## src/rtl/voice_allocator.sv

```systemverilog
// voice_allocator
//   Assigns incoming note events to a pool of envelope voices. A note-on
//   event goes to one of three places, tried in this order:
//     1. retrigger a gated voice that already plays the same note
//     2. start the lowest-index free voice
//     3. steal the voice at a round-robin steal pointer
//   A note-off event ungates every gated voice that plays that note.
//   The block also divides clk down to produce the envelope update strobe.
//
// Ports
//   clk, rst     system clock, synchronous active-high reset
//   note_valid   a note event is present on the inputs
//   note_ready   the allocator can accept an event (high in S_IDLE)
//   note_on      1 = note-on, 0 = note-off
//   note_num     note number of the event
//   note_vel     envelope targets: [31:16] attack level, [15:0] decay level
//   voice_avail  per-voice one-cycle pulse: that voice finished its release
//   voice_en     per-voice gate to the envelope stage
//   voice_vel    per-voice velocity word; voice i is at [32i+31:32i]
//   voice_note   per-voice note number
//   voice_busy   voice is allocated (gated or still releasing)
//   env_tick     one-cycle envelope update strobe every TICK_DIV cycles
//   voice_steal  one-cycle pulse when a busy voice was reassigned
module voice_allocator #(
  parameter int NUM_VOICES = 8,
  parameter int NOTE_BITS  = 7,
  parameter int TICK_DIV   = 2048
) (
  input  logic                            clk,
  input  logic                            rst,
  input  logic                            note_valid,
  output logic                            note_ready,
  input  logic                            note_on,
  input  logic [NOTE_BITS-1:0]            note_num,
  input  logic [31:0]                     note_vel,
  input  logic [NUM_VOICES-1:0]           voice_avail,
  output logic [NUM_VOICES-1:0]           voice_en,
  output logic [32*NUM_VOICES-1:0]        voice_vel,
  output logic [NOTE_BITS*NUM_VOICES-1:0] voice_note,
  output logic [NUM_VOICES-1:0]           voice_busy,
  output logic                            env_tick,
  output logic                            voice_steal
);

  localparam int IW = (NUM_VOICES > 1) ? $clog2(NUM_VOICES) : 1;
  localparam int CW = (TICK_DIV > 1) ? $clog2(TICK_DIV) : 1;
  localparam logic [CW-1:0] TICK_LAST = CW'(TICK_DIV - 1);
  localparam logic [CW-1:0] TICK_PRE  = CW'(TICK_DIV - 2);
  localparam logic [IW-1:0] PTR_LAST  = IW'(NUM_VOICES - 1);

  typedef enum logic {S_IDLE, S_COMMIT} state_t;

  state_t               state;
  logic                 cap_on;
  logic [NOTE_BITS-1:0] cap_num;
  logic [31:0]          cap_vel;
  logic [IW-1:0]        steal_ptr;
  logic [CW-1:0]        tick_cnt;

  logic                  hit_found;
  logic                  free_found;
  logic [IW-1:0]         hit_idx;
  logic [IW-1:0]         free_idx;
  logic [IW-1:0]         tgt_idx;
  logic                  do_steal;
  logic [NUM_VOICES-1:0] off_match;

  // The allocation decision looks only at the registered en/busy state.
  // That way a voice_avail pulse arriving in the commit cycle cannot free
  // a voice in time for the decision made at that same edge.
  always_comb begin
    hit_found  = 1'b0;
    free_found = 1'b0;
    hit_idx    = '0;
    free_idx   = '0;
    off_match  = '0;
    for (int i = 0; i < NUM_VOICES; i++) begin
      if (voice_en[i] && (voice_note[i*NOTE_BITS +: NOTE_BITS] == cap_num)) begin
        off_match[i] = 1'b1;
        if (!hit_found) begin
          hit_found = 1'b1;
          hit_idx   = IW'(i);
        end
      end
      if (!free_found && !voice_busy[i]) begin
        free_found = 1'b1;
        free_idx   = IW'(i);
      end
    end
    do_steal = !hit_found && !free_found;
    tgt_idx  = hit_found ? hit_idx : (free_found ? free_idx : steal_ptr);
  end

  // The avail clears are written first and the commit writes come after
  // them, so a commit to the same voice in the same cycle overrides them.
  always_ff @(posedge clk) begin
    if (rst) begin
      state       <= S_IDLE;
      note_ready  <= 1'b1;
      cap_on      <= 1'b0;
      cap_num     <= '0;
      cap_vel     <= '0;
      voice_en    <= '0;
      voice_busy  <= '0;
      voice_vel   <= '0;
      voice_note  <= '0;
      voice_steal <= 1'b0;
      steal_ptr   <= '0;
      tick_cnt    <= '0;
      env_tick    <= 1'b0;
    end else begin
      voice_steal <= 1'b0;
      tick_cnt    <= (tick_cnt == TICK_LAST) ? '0 : tick_cnt + 1'b1;
      // env_tick is registered, so it is raised one count early and is
      // high exactly while tick_cnt holds TICK_DIV-1.
      env_tick    <= (tick_cnt == TICK_PRE);

      for (int i = 0; i < NUM_VOICES; i++) begin
        if (voice_avail[i]) begin
          voice_busy[i] <= 1'b0;
          voice_en[i]   <= 1'b0;
        end
      end

      case (state)
        S_IDLE: begin
          if (note_valid) begin
            cap_on     <= note_on;
            cap_num    <= note_num;
            cap_vel    <= note_vel;
            state      <= S_COMMIT;
            note_ready <= 1'b0;
          end
        end
        S_COMMIT: begin
          state      <= S_IDLE;
          note_ready <= 1'b1;
          if (cap_on) begin
            voice_note[int'(tgt_idx)*NOTE_BITS +: NOTE_BITS] <= cap_num;
            voice_vel[int'(tgt_idx)*32 +: 32]                <= cap_vel;
            voice_en[tgt_idx]                                <= 1'b1;
            voice_busy[tgt_idx]                              <= 1'b1;
            if (do_steal) begin
              voice_steal <= 1'b1;
              steal_ptr   <= (steal_ptr == PTR_LAST) ? '0 : steal_ptr + 1'b1;
            end
          end else begin
            for (int i = 0; i < NUM_VOICES; i++) begin
              if (off_match[i]) voice_en[i] <= 1'b0;
            end
          end
        end
      endcase
    end
  end

endmodule
```

## config.mk

```make
export PLATFORM = sky130hd
export DESIGN_NAME = voice_allocator
export DESIGN_NICKNAME = d
export VERILOG_FILES = /design/src/rtl/voice_allocator.sv
export SDC_FILE = /design/constraint.sdc
export NUM_CORES = 1
export LEC_CHECK = 0
export BUFFER_PORTS_ARGS = -buffer_cell sky130_fd_sc_hd__buf_4
export CORE_MARGIN = 3
export CORE_UTILIZATION = 54
export DETAILED_ROUTE_END_ITERATION = 12
export PLACE_DENSITY_LB_ADDON = 0.2
export SYNTH_ARGS = -nofsm -noshare
export SYNTH_HDL_FRONTEND = slang
export SYNTH_SLANG_ARGS = --single-unit
```

## constraint.sdc

```tcl
create_clock -name clk -period 5 [get_ports clk]
set_input_delay 0.5 -clock clk [delete_from_list [all_inputs] [get_ports clk]]
set_output_delay 0.5 -clock clk [all_outputs]
set_load 0.02 [all_outputs]
```

**After elaboration in Yosys (flattened, before gate mapping)**

Index checks and enable logic that the tools add are counted.

- Flip-flop bits (word level): 386
- ROM bits: 0
- Memories kept: 0
- Logic and storage cells: 177
- RAM bits: 0
- Bits in latches: 0

- Reduce and logical (&&, ||, !) cells: 37
- Divide/modulo/power cells: 0
- Multipliers: 1
- Shift-type cells: 4
- Bitwise operators: 4
- Add/subtract/negate cells: 4
- Eq/ne operators: 12
- Order comparisons: 2
- Muxes and demuxes: 100

Operators by type and width:

| kind | count |
|---|---|
| bitwise mux 256 bit | 1 |
| variable shift 32 x 33 -> 256 bit (first input constant) | 1 |
| indexed part select 32 x 33 -> 256 bit | 1 |
| two-way mux 1 bit | 70 |
| two-way mux 3 bit | 21 |
| bitwise mux 56 bit | 1 |
| equality test 7 bit | 8 |
| variable shift 7 x 33 -> 56 bit (first input constant) | 1 |
| indexed part select 7 x 33 -> 56 bit | 1 |
| negation 6 -> 33 bit | 1 |
| negation 8 -> 33 bit | 1 |
| two-way mux 8 bit | 4 |
| equality test 11 bit (second input constant) | 2 |
| logical AND 1 bit | 17 |
| OR 8 bit | 2 |
| logical NOT 1 bit | 15 |
| adder 11 x 1 -> 11 bit (second input constant) | 1 |
| multiplier 3 x 3 -> 6 bit (second input constant) | 1 |
| < comparator 3 x 4 -> 1 bit (second input constant) | 1 |
| case mux 1 bit (2 select lines) | 2 |
| AND reduction 2 bit | 2 |
| adder 3 x 1 -> 3 bit (second input constant) | 1 |
| demux 1 bit (select 3 bit) | 1 |
| equality test 3 bit (second input constant) | 1 |
| 6 further kinds | 7 |

**Longest topological paths before layout**

Gate-level depths: netlist of the first run.

- Word-level depth: 30
- Depth in mapped cells: 19
- Depth with buffers taken out: 14

**Worst setup path after synthesis of the first run**

Ideal clock, no wire load.

- Kind: register to register
- From: register voice_busy[5]
- To: register voice_vel[153]
- Required time: 4.930 ns
- Arrival: 4.071 ns
- Path buffers: 4
- Period minus slack after synthesis: 4.142 ns
- Library setup time: 0.070 ns
- Cell stages (with the launch flop): 17
- Setup slack: 0.858 ns
- Path through: dfxtp_1 > nand4_1 > o221ai_1 > a31oi_1 > o211a_2 > o31a_4 > nor2_8 > clkbuf_1 > ha_1 > ha_1 > clkbuf_1 > inv_1 > or3_1 > clkbuf_1 > buf_1 > or4_1 > a21oi_1

- Word-level cells in the longest chain between the ends: 14
- Elaborated cells between the ends (all ways): 18
- Classes of those cells: add/sub: 1; shift: 2; mux: 9; reduce/logical: 6

RTL lines:

| element | RTL line | source |
|---|---|---|
| from (decl) | 40 | `output logic [NUM_VOICES-1:0] voice_busy,` |
| from (signal assigned) | 104 | `voice_busy <= '0;` |
| from (signal, indexed assignment) | 120 | `voice_busy[i] <= 1'b0;` |
| from (signal, indexed assignment) | 142 | `voice_busy[tgt_idx] <= 1'b1;` |
| logical NOT 1 bit (*) | 85 | `if (!free_found && !voice_busy[i]) begin` |
| logical AND 1 bit (*) | 85 |  |
| two-way mux 1 bit | 85 |  |
| logical NOT 1 bit | 85 |  |
| logical AND 1 bit | 85 |  |
| two-way mux 1 bit | 85 |  |
| logical NOT 1 bit | 85 |  |
| logical AND 1 bit | 85 |  |
| two-way mux 3 bit or two-way mux 1 bit (tied branches) | 85 |  |
| two-way mux 3 bit (*) (2 in series) | 91 | `tgt_idx = hit_found ? hit_idx : (free_found ? free_idx : steal_ptr);` |
| negation 8 -> 33 bit (*) | 140 | `voice_vel[int'(tgt_idx)*32 +: 32] <= cap_vel;` |
| indexed part select 32 x 33 -> 256 bit or variable shift 32 x 33 -> 256 bit (tied branches) | 140 |  |
| bitwise mux 256 bit (*) | 140 |  |
| to (signal, indexed assignment) | 140 |  |
| to (decl) | 38 | `output logic [32*NUM_VOICES-1:0] voice_vel,` |

Every way passes the cells marked *; elsewhere a longest branch is shown, timed or not.
A chain may end at the register's enable or synchronous reset.

**Final worst setup path of the first run**

- From: register cap_num[0]
- To: register voice_vel[149]

- Word-level cells in the longest chain between the ends: 21
- Elaborated cells between the ends (all ways): 43
- Classes of those cells: add/sub: 1; eq/ne: 8; shift: 2; mux: 24; reduce/logical: 8

RTL lines:

| element | RTL line | source |
|---|---|---|
| from (decl) | 55 | `logic [NOTE_BITS-1:0] cap_num;` |
| from (signal assigned) | 129 | `cap_num <= note_num;` |
| equality test 7 bit | 78 | `if (voice_en[i] && (voice_note[i*NOTE_BITS +: NOTE_BITS] == cap_num)) begin` |
| logical AND 1 bit | 78 |  |
| two-way mux 1 bit | 78 |  |
| two-way mux 1 bit | 80 | `if (!hit_found) begin` |
| two-way mux 1 bit | 78 |  |
| two-way mux 3 bit | 80 |  |
| two-way mux 3 bit | 78 |  |
| two-way mux 3 bit | 80 |  |
| [5 not listed] | - |  |
| two-way mux 3 bit | 80 |  |
| two-way mux 3 bit | 78 |  |
| two-way mux 3 bit | 80 |  |
| two-way mux 3 bit | 78 |  |
| two-way mux 3 bit (*) | 91 |  |
| negation 8 -> 33 bit (*) | 140 |  |
| indexed part select 32 x 33 -> 256 bit or variable shift 32 x 33 -> 256 bit (tied branches) | 140 |  |
| bitwise mux 256 bit (*) | 140 |  |

Marked as above.

==> results of run 1 <==
## cell families after synthesis
logic type	share of synthesized area (%)
compound gates	15.98
xor+xnor	3.470
fa+ha+maj	0.7081
buf+inv	5.681
flops	48.59
mux	5.539
simple gates	20.03
## layer usage
metal  wire, um  vias up
met3       5479      108
li1           -     6809
met5          0        -
met1      21770     6892
met2      22460      732
met4       1666        0
## worst paths after layout
| path | cells past startpoint | end | from |
|---|---|---|---|
| max | 13 | voice_vel[149]$_SDFFE_PP0P_ | cap_num[0]$_SDFFE_PP0P_ |
| min | 2 | note_ready$_SDFFE_PP1P_ | note_valid |
| max reg2reg | 13 | voice_vel[149]$_SDFFE_PP0P_ | cap_num[0]$_SDFFE_PP0P_ |
| min reg2reg | 2 | env_tick$_SDFF_PP0_ | tick_cnt[10]$_SDFF_PP0_ |
## state kept, by name (all words and copies together), names as in the netlist, 3 cells and up
register / cells
cap_num: 7
tick_cnt: 11
voice_note: 56
voice_busy: 8
voice_en: 8
voice_vel: 256
cap_vel: 32
steal_ptr: 3
## through the flow
stage	std cells	utilization [%]	setup WS, ns
6_report	2494	70.15	0.3358
5_1_grt	2493	70.14	0.01995
4_1_cts	2493	70.13	0.2608
3_5_place_dp	2422	65.47	0.3428
3_3_place_gp	2422	65.47	0.5610
2_1_floorplan	1785	-	0.8584
## placed cells by master (no fill, tap or decap), drive strengths merged, types with 2 or more instances in the layout
cell type / instances
buf: 414
dfxtp: 386
a21oi: 161
nand2: 156
o21ai: 143
nor2: 135
mux2i: 88
nand2b: 71
or4: 65
a22o: 61
clkbuf: 58
inv: 51
nand3: 44
nand4: 42
nor2b: 41
o31ai: 33
xor2: 32
xnor2: 31
nand4b: 13
and3: 9
ha: 9
clkinv: 9
a31o: 7
nor4: 7
nor3: 7
a211oi: 4
or3: 4
and2: 3
o211ai: 3
nand3b: 3
a31oi: 2
and4: 2
or2: 2
bufinv: 2
o311ai: 2
## Yosys cell counts, drive strengths merged (4+ instances only)
library cell    n  area, um2
nor4            7      68.82
and3            9      56.30
a21oi         161      813.3
a31o            7      61.31
xor2           32      280.3
nor3            7      51.30
nand4          42      262.8
nor2b          41      256.5
clkbuf        118      442.9
or3             4      25.02
o21ai         143      719.4
inv            49      183.9
buf            43      276.5
a211oi          4      35.03
o31ai          33      252.7
mux2i          88      880.8
nand4b         13      113.9
nand2b         71      444.2
nor2          135      523.0
ha              9      112.6
nand2         156      585.6
a22o           61      534.3
dfxtp         386       7727
or4            65      488.0
xnor2          31      271.5
nand3          44      220.2
## what timing repair did
item / 4_1_cts / 5_1_grt
resized for setup: 0 / 3
buffers inserted: 0 / 0
endpoints found under the setup margin: 0 / 27
## power by group
group | internal, mW | switching, mW
registers | 3.10 | 0.0569
logic | 0.0941 | 0.169
clock network | 1.79 | 1.23
total | 4.98 | 1.46
## critical path: stages (launching register included)
cell	delay, ns
dfxtp_1	0.64
xor2_1	0.19
nor4_2	0.34
nand4_1	0.26
o211a_2	0.24
o31a_4	0.43
nor2_8	0.30
ha_1	0.22
ha_1	0.32
inv_1	0.16
or3_2	0.50
buf_4	0.29
or4_1	0.56
a21oi_1	0.13
## cell type report
class                      count  area [um2]  share of cell area [%]
multi-input combinational   1189        7347                   36.29
clock buffer                  58        1210                   5.977
tap                          384       480.5                   2.373
antenna                        1       2.502                 0.01236
inverter                      49       183.9                  0.9085
timing repair buffer         414        3153                   15.57
sequential                   386        7731                   38.19
clock inverter                13       136.4                  0.6737
==> metrics.cfg, run 1 <==
[outcome]
run_status = complete, no violations

[routing]
vias_per_cell = 5.830
initialDrtViolationCount = 1458
antenna_violating_nets_post_route = 0
drt_pre_antenna_iters = 5
remaining_drc_errors = 0
finalWirelength_um = 51370
dr_total_vias = 14541
routedWlPerCell_um = 20.60

[worst_setup_path]
crit_path_start_kind = flop
required_ns = 5.45
critical_path.endpoint_type = flop
setup.reg_to_reg.worst_slack_ns = 0.34
path_max_fanout = 64
critPathArrivalTime_ns = 5.12
path_class = flop to flop

[final_layout]
layout-drive-gt1-share_pct = 24.51
synthToLayoutAreaGrowth_pct = 27.30
postLayoutCellArea_mm2 = 0.02024
design.final.nets = 2140
fillers = 2271

[global_routing]
grt_pass1_vias = 13380
grt_busiest_layer = met2
antenna_violations_before_repair = 0
grt_max_degree = 176
grt_use_met2_pct = 46.53
globalRouteMet3Util_pct = 8.665
grt_overflow_total = 0
grt.met1_usage_pct = 43.31
first_pass_grt_wire_length_um = 77630
globalRouteTotalUtil_pct = 30.94

[synthesis]
yosysUniqueCellTypes = 56
synth.yosys.warnings = 0
count_of_flip_flops_with_a_built_in_enable_after_synthesis = 0
dominant_register_cell_in_the_synthesized_netlist = dfxtp_1
synth_seq_area_share_pct = 48.59
synth-async-reset-ratio_pct = 0
post_synth_instance_area_mm2 = 0.01590
synthesis.instances = 1785
postSynthRegisterBits = 386
syn_area_per_cell_um2 = 8.909
synthesis.nets = 1845

[floorplan]
die_footprint_mm2 = 0.03155
start_util_pct = 55.11
design.core.area_mm2 = 0.02886
rows = 62
count_of_boundary_i_o_pins = 382
die_height_um = 177.6
die_span_x_um = 177.6

[power]
power_dens_cells_mw_per_mm2 = 318.1
max-vdd-ir-drop_uv = 376.1
p_leak_nw = 8.650
total_power_mw = 6.440

[placed_design]
gp_routability_congestion = 0.9582
dpl-instance-area_mm2 = 0.01889
place.detailed.hpwl_um = 35530
place.port_buffers = 381

[timing]
timing.final.setup_violations = 0
clock-skew-final_ns = 0.01200
finalMaxSlewViolations = 0
hold_ws_ns = 0.1873
final_critical_path_share_of_the_clock_period_pct = 93.28
max_clock_freq_mhz = 214.4
worst_pin_slew_ns = 1.126
max_transition_margin_pct = 24.59
totalNegativeSetupSlack_ns = 0
layout_min_cycle_time_ns = 4.664
finalHoldViolations = 0
setup_repair_after_global_routing_missed_its_margin = false

[clock_network]
cts_root_cell = clkbuf_16
clkSinkCount = 386
cts-buffers-inserted = 40
clock_latency_on_the_worst_skew_pair_ns = 0.53
post_cts_hold_buffer_count = 0
path_clk_slew_ns = 0.06
cts_max_path_buffers = 3
cts_tree = yes
htreeDepth = 2

[min_path]
path_class_of_the_lowest_slack_min_delay_path = primary input to flop

[flow_run]
max_cap_viol_count = 0

No activity file was read; power rests on OpenSTA's default activity.
==> run 2, diff against run 1 <==
--- a/config.mk
+++ b/config.mk
@@ -7,7 +7,7 @@
 export LEC_CHECK = 0
 export BUFFER_PORTS_ARGS = -buffer_cell sky130_fd_sc_hd__buf_4
 export CORE_MARGIN = 3
-export CORE_UTILIZATION = 54
+export CORE_UTILIZATION = 30
 export DETAILED_ROUTE_END_ITERATION = 12
 export PLACE_DENSITY_LB_ADDON = 0.2
 export SYNTH_ARGS = -nofsm -noshare
==> constraint.sdc (replaced) <==
create_clock -name clk -period 4.5 [get_ports clk]
set_input_delay 0.45 -clock clk [delete_from_list [all_inputs] [get_ports clk]]
set_output_delay 0.45 -clock clk [all_outputs]
set_load 0.02 [all_outputs]
==> run 2 against run 1 <==
- first-iteration DRC count shrank 31%
- sequential power grew 11%
- total power grew 19%
- wire length grew 14%
- hold slack lost 0.095 ns
- die area grew 77%
- critical path type unchanged
- clock-buffer cell count grew 7
- combinational power grew 19%
- utilization shrank 30 points
- cell area grew 3.3%
- via count shrank 1.6%
- non-clock buffer count grew 8
==> metrics.cfg, run 2 (same netlist as run 1, synthesis figures left out) <==
[clock_network]
cts_tree = yes  ; unchanged
clkSinkCount = 386  ; unchanged
cts_root_cell = clkbuf_16  ; unchanged
cts_max_path_buffers = 3  ; unchanged
post_cts_hold_buffer_count = 0  ; unchanged
cts-buffers-inserted = 45  ; was 40
path_clk_slew_ns = 0.06  ; about the same
clock_latency_on_the_worst_skew_pair_ns = 0.57  ; was 0.53 ns
htreeDepth = 2  ; unchanged

[worst_setup_path]
required_ns = 4.99  ; was 5.45 ns
setup.reg_to_reg.worst_slack_ns = 0.23  ; was 0.34 ns
crit_path_start_kind = flop  ; unchanged
path_class = flop to flop  ; unchanged
worstReg2RegEnd = voice_vel[136]$_SDFFE_PP0P_  ; was voice_vel[149]$_SDFFE_PP0P_
path_max_fanout = 64  ; unchanged
critical_path.cell_chain = buf_4 -> xor2_1 -> nor4_1 -> nand4_1 -> nor2b_1 -> o31a_4 -> nor2_8 -> ha_1 -> ha_1 -> inv_1 -> or3_2 -> buf_4 -> or4_1 -> a21oi_1  ; was xor2_1 -> nor4_2 -> nand4_1 -> o211a_2 -> o31a_4 -> nor2_8 -> ha_1 -> ha_1 -> inv_1 -> or3_2 -> buf_4 -> or4_1 -> a21oi_1
cp_slowest_cell = or4_1  ; was dfxtp_1
critPathArrivalTime_ns = 4.76  ; was 5.12 ns
cpPeakStageDelay_ns = 0.56  ; was 0.64 ns
reg2reg_from = cap_num[6]$_SDFFE_PP0P_  ; was cap_num[0]$_SDFFE_PP0P_
critical_path.endpoint_type = flop  ; unchanged
cells_on_worst_reg2reg_path = 14  ; was 13

[routing]
antenna_violating_nets_post_route = 0  ; unchanged
drt_pre_antenna_iters = 5  ; unchanged
remaining_drc_errors = 0  ; unchanged
dr_total_vias = 14302  ; was 14541
finalWirelength_um = 58580  ; was 51370 um
initialDrtViolationCount = 999  ; was 1458
routedWlPerCell_um = 20.85  ; was 20.60 um
vias_per_cell = 5.090  ; was 5.830

[timing]
max_clock_freq_mhz = 234.5  ; was 214.4 MHz
timing.final.setup_violations = 0  ; unchanged
final_critical_path_share_of_the_clock_period_pct = 94.78  ; was 93.28%
finalMaxSlewViolations = 0  ; unchanged
finalHoldViolations = 0  ; unchanged
clock-skew-final_ns = 0.02330  ; was 0.01200 ns
setup_repair_after_global_routing_missed_its_margin = false  ; unchanged
worst_pin_slew_ns = 1.265  ; was 1.126 ns
totalNegativeSetupSlack_ns = 0  ; unchanged
max_transition_margin_pct = 15.32  ; was 24.59%
layout_min_cycle_time_ns = 4.265  ; was 4.664 ns

[power]
combinationalPowerShare_pct = 4.1  ; about the same
power_dens_cells_mw_per_mm2 = 366.0  ; was 318.1 mW/mm2
max-vdd-ir-drop_uv = 291.0  ; was 376.1 uV
total_power_mw = 7.653  ; was 6.440 mW
swShare_pct = 23.21  ; was 22.61%
power.sequential.fraction_pct = 45.8  ; was 49.0%
power.clock.fraction_pct = 50.2  ; was 46.9%
p_leak_nw = 8.791  ; was 8.650 nW
p_switching_mw = 1.777  ; was 1.456 mW
power_report.internal_total_mw = 5.876  ; was 4.985 mW

[final_layout]
synthToLayoutAreaGrowth_pct = 31.49  ; was 27.30%
design.final.nets = 2153  ; was 2140
max_ffs_per_register = 256  ; unchanged
final_cell_mix = 417 x buf_4, 382 x dfxtp_1, 158 x a21oi_1, 155 x nand2_1, 140 x o21ai_0  ; was 410 x buf_4, 383 x dfxtp_1, 158 x a21oi_1, 155 x nand2_1, 140 x o21ai_0
layout-drive-gt1-share_pct = 25.14  ; was 24.51%
registers.top_by_ff_count = voice_vel  ; unchanged
layout.cells.most_common = buf_4  ; unchanged
top_regs = voice_vel x256, voice_note x56, cap_vel x32  ; unchanged
finalCoreUtilization_pct = 40.27  ; was 70.15%

[min_path]
start_point_of_the_worst_min_delay_path = note_valid  ; unchanged
hold_path_end = note_ready$_SDFFE_PP1P_  ; unchanged
worstHoldPathCells = 2  ; unchanged
path_class_of_the_lowest_slack_min_delay_path = primary input to flop  ; unchanged

[global_routing]
antenna_violations_before_repair = 1  ; was 0
globalRouteTotalUtil_pct = 19.97  ; was 30.94%
grt_pass1_vias = 13437  ; was 13380
grt_overflow_total = 0  ; unchanged
first_pass_grt_wire_length_um = 87340  ; was 77630 um
grt_max_degree = 156  ; was 176

[floorplan]
count_of_boundary_i_o_pins = 382  ; unchanged
design.core.area_mm2 = 0.05192  ; was 0.02886 mm2
die_footprint_mm2 = 0.05581  ; was 0.03155 mm2
die_span_x_um = 236.2  ; was 177.6 um
start_util_pct = 30.63  ; was 55.11%
rows = 83  ; was 62
die_height_um = 236.2  ; was 177.6 um

[outcome]
run_status = complete, no violations  ; unchanged

[placed_design]
place.port_buffers = 381  ; unchanged
gp_routability_congestion = 0.8904  ; was 0.9582
place.detailed.hpwl_um = 40810  ; was 35530 um

[flow_run]
max_cap_viol_count = 0  ; unchanged

==> run 2: repair_timing <==
action / in CTS / in global routing
endpoints found under the setup margin: 0 / 146
gates resized for setup: 0 / 5
buffers inserted: 0 / 0
==> run 2: area by class of cell <==
type                            instances  area, um2
Fill cell                            5239      31010
Timing Repair Buffer                  422       3226
Clock inverter                         17      224.0
Sequential cell                       386       7732
Tap cell                              680      850.8
Antenna cell                            2      5.005
Inverter                               49      185.2
Clock buffer                           65       1321
Multi-Input combinational cell       1189       7367
==> run 2: layer usage <==
layer / vias up / part of all wire (%) / global-route usage [%]
met4: 0 / 2.7 / 6.102
met5: - / 0 / 0
met2: 482 / 43 / 29.32
met1: 6884 / 46 / 28.35
met3: 85 / 8.1 / 5.600
li1: 6851 / - / -
==> run 2: worst max-delay path, delay by kind of cell (launching register included) <==
kind	cells	cell delay, ns
and+or+nand+nor	6	2.08
xor gates and xnor gates	1	0.10
adders and majority gates	2	0.51
AOI/OAI and AO/OA	2	0.41
buffers and inverters	3	0.67
DFF	1	0.39
==> run 2: power by group through the flow <==
stage / logic (mW) / clock network (mW) / registers [mW]
final: 0.312 / 3.84 / 3.50
after global routing: 0.339 / 4.06 / 3.51
after CTS: 0.313 / 3.92 / 3.50
after detailed placement: 0.312 / 0 / 3.58
after global placement: 0.308 / 0 / 3.57
after floorplan: 0.198 / 0 / 3.55
==> run 2: worst max path at each step <==
stage,start,end,slack [ns],cells past startpoint
2_1_floorplan,voice_busy[5]$_SDFF_PP0_,voice_vel[153]$_SDFFE_PP0P_,0.36,16
3_3_place_gp,cap_num[4]$_SDFFE_PP0P_,voice_vel[129]$_SDFFE_PP0P_,0.23,14
3_5_place_dp,cap_num[4]$_SDFFE_PP0P_,voice_vel[76]$_SDFFE_PP0P_,0.10,14
4_1_cts,cap_num[4]$_SDFFE_PP0P_,voice_vel[129]$_SDFFE_PP0P_,0.11,14
5_1_grt,cap_num[0]$_SDFFE_PP0P_,voice_vel[76]$_SDFFE_PP0P_,0.04,13
6_report,cap_num[6]$_SDFFE_PP0P_,voice_vel[136]$_SDFFE_PP0P_,0.23,14
==> run 2: per-stage QoR <==
step           hold WS (ns)  instances  setup slack, ns  cell area (um2)
2_1_floorplan        0.4399       1785           0.3584            15900
3_3_place_gp         0.4547       2726           0.2257            19350
3_5_place_dp         0.4595       2726           0.1017            19350
4_1_cts             0.05399       2808           0.1100            20890
5_1_grt             0.07240       2809          0.04154            20910
6_report            0.09233       2810           0.2349            20910
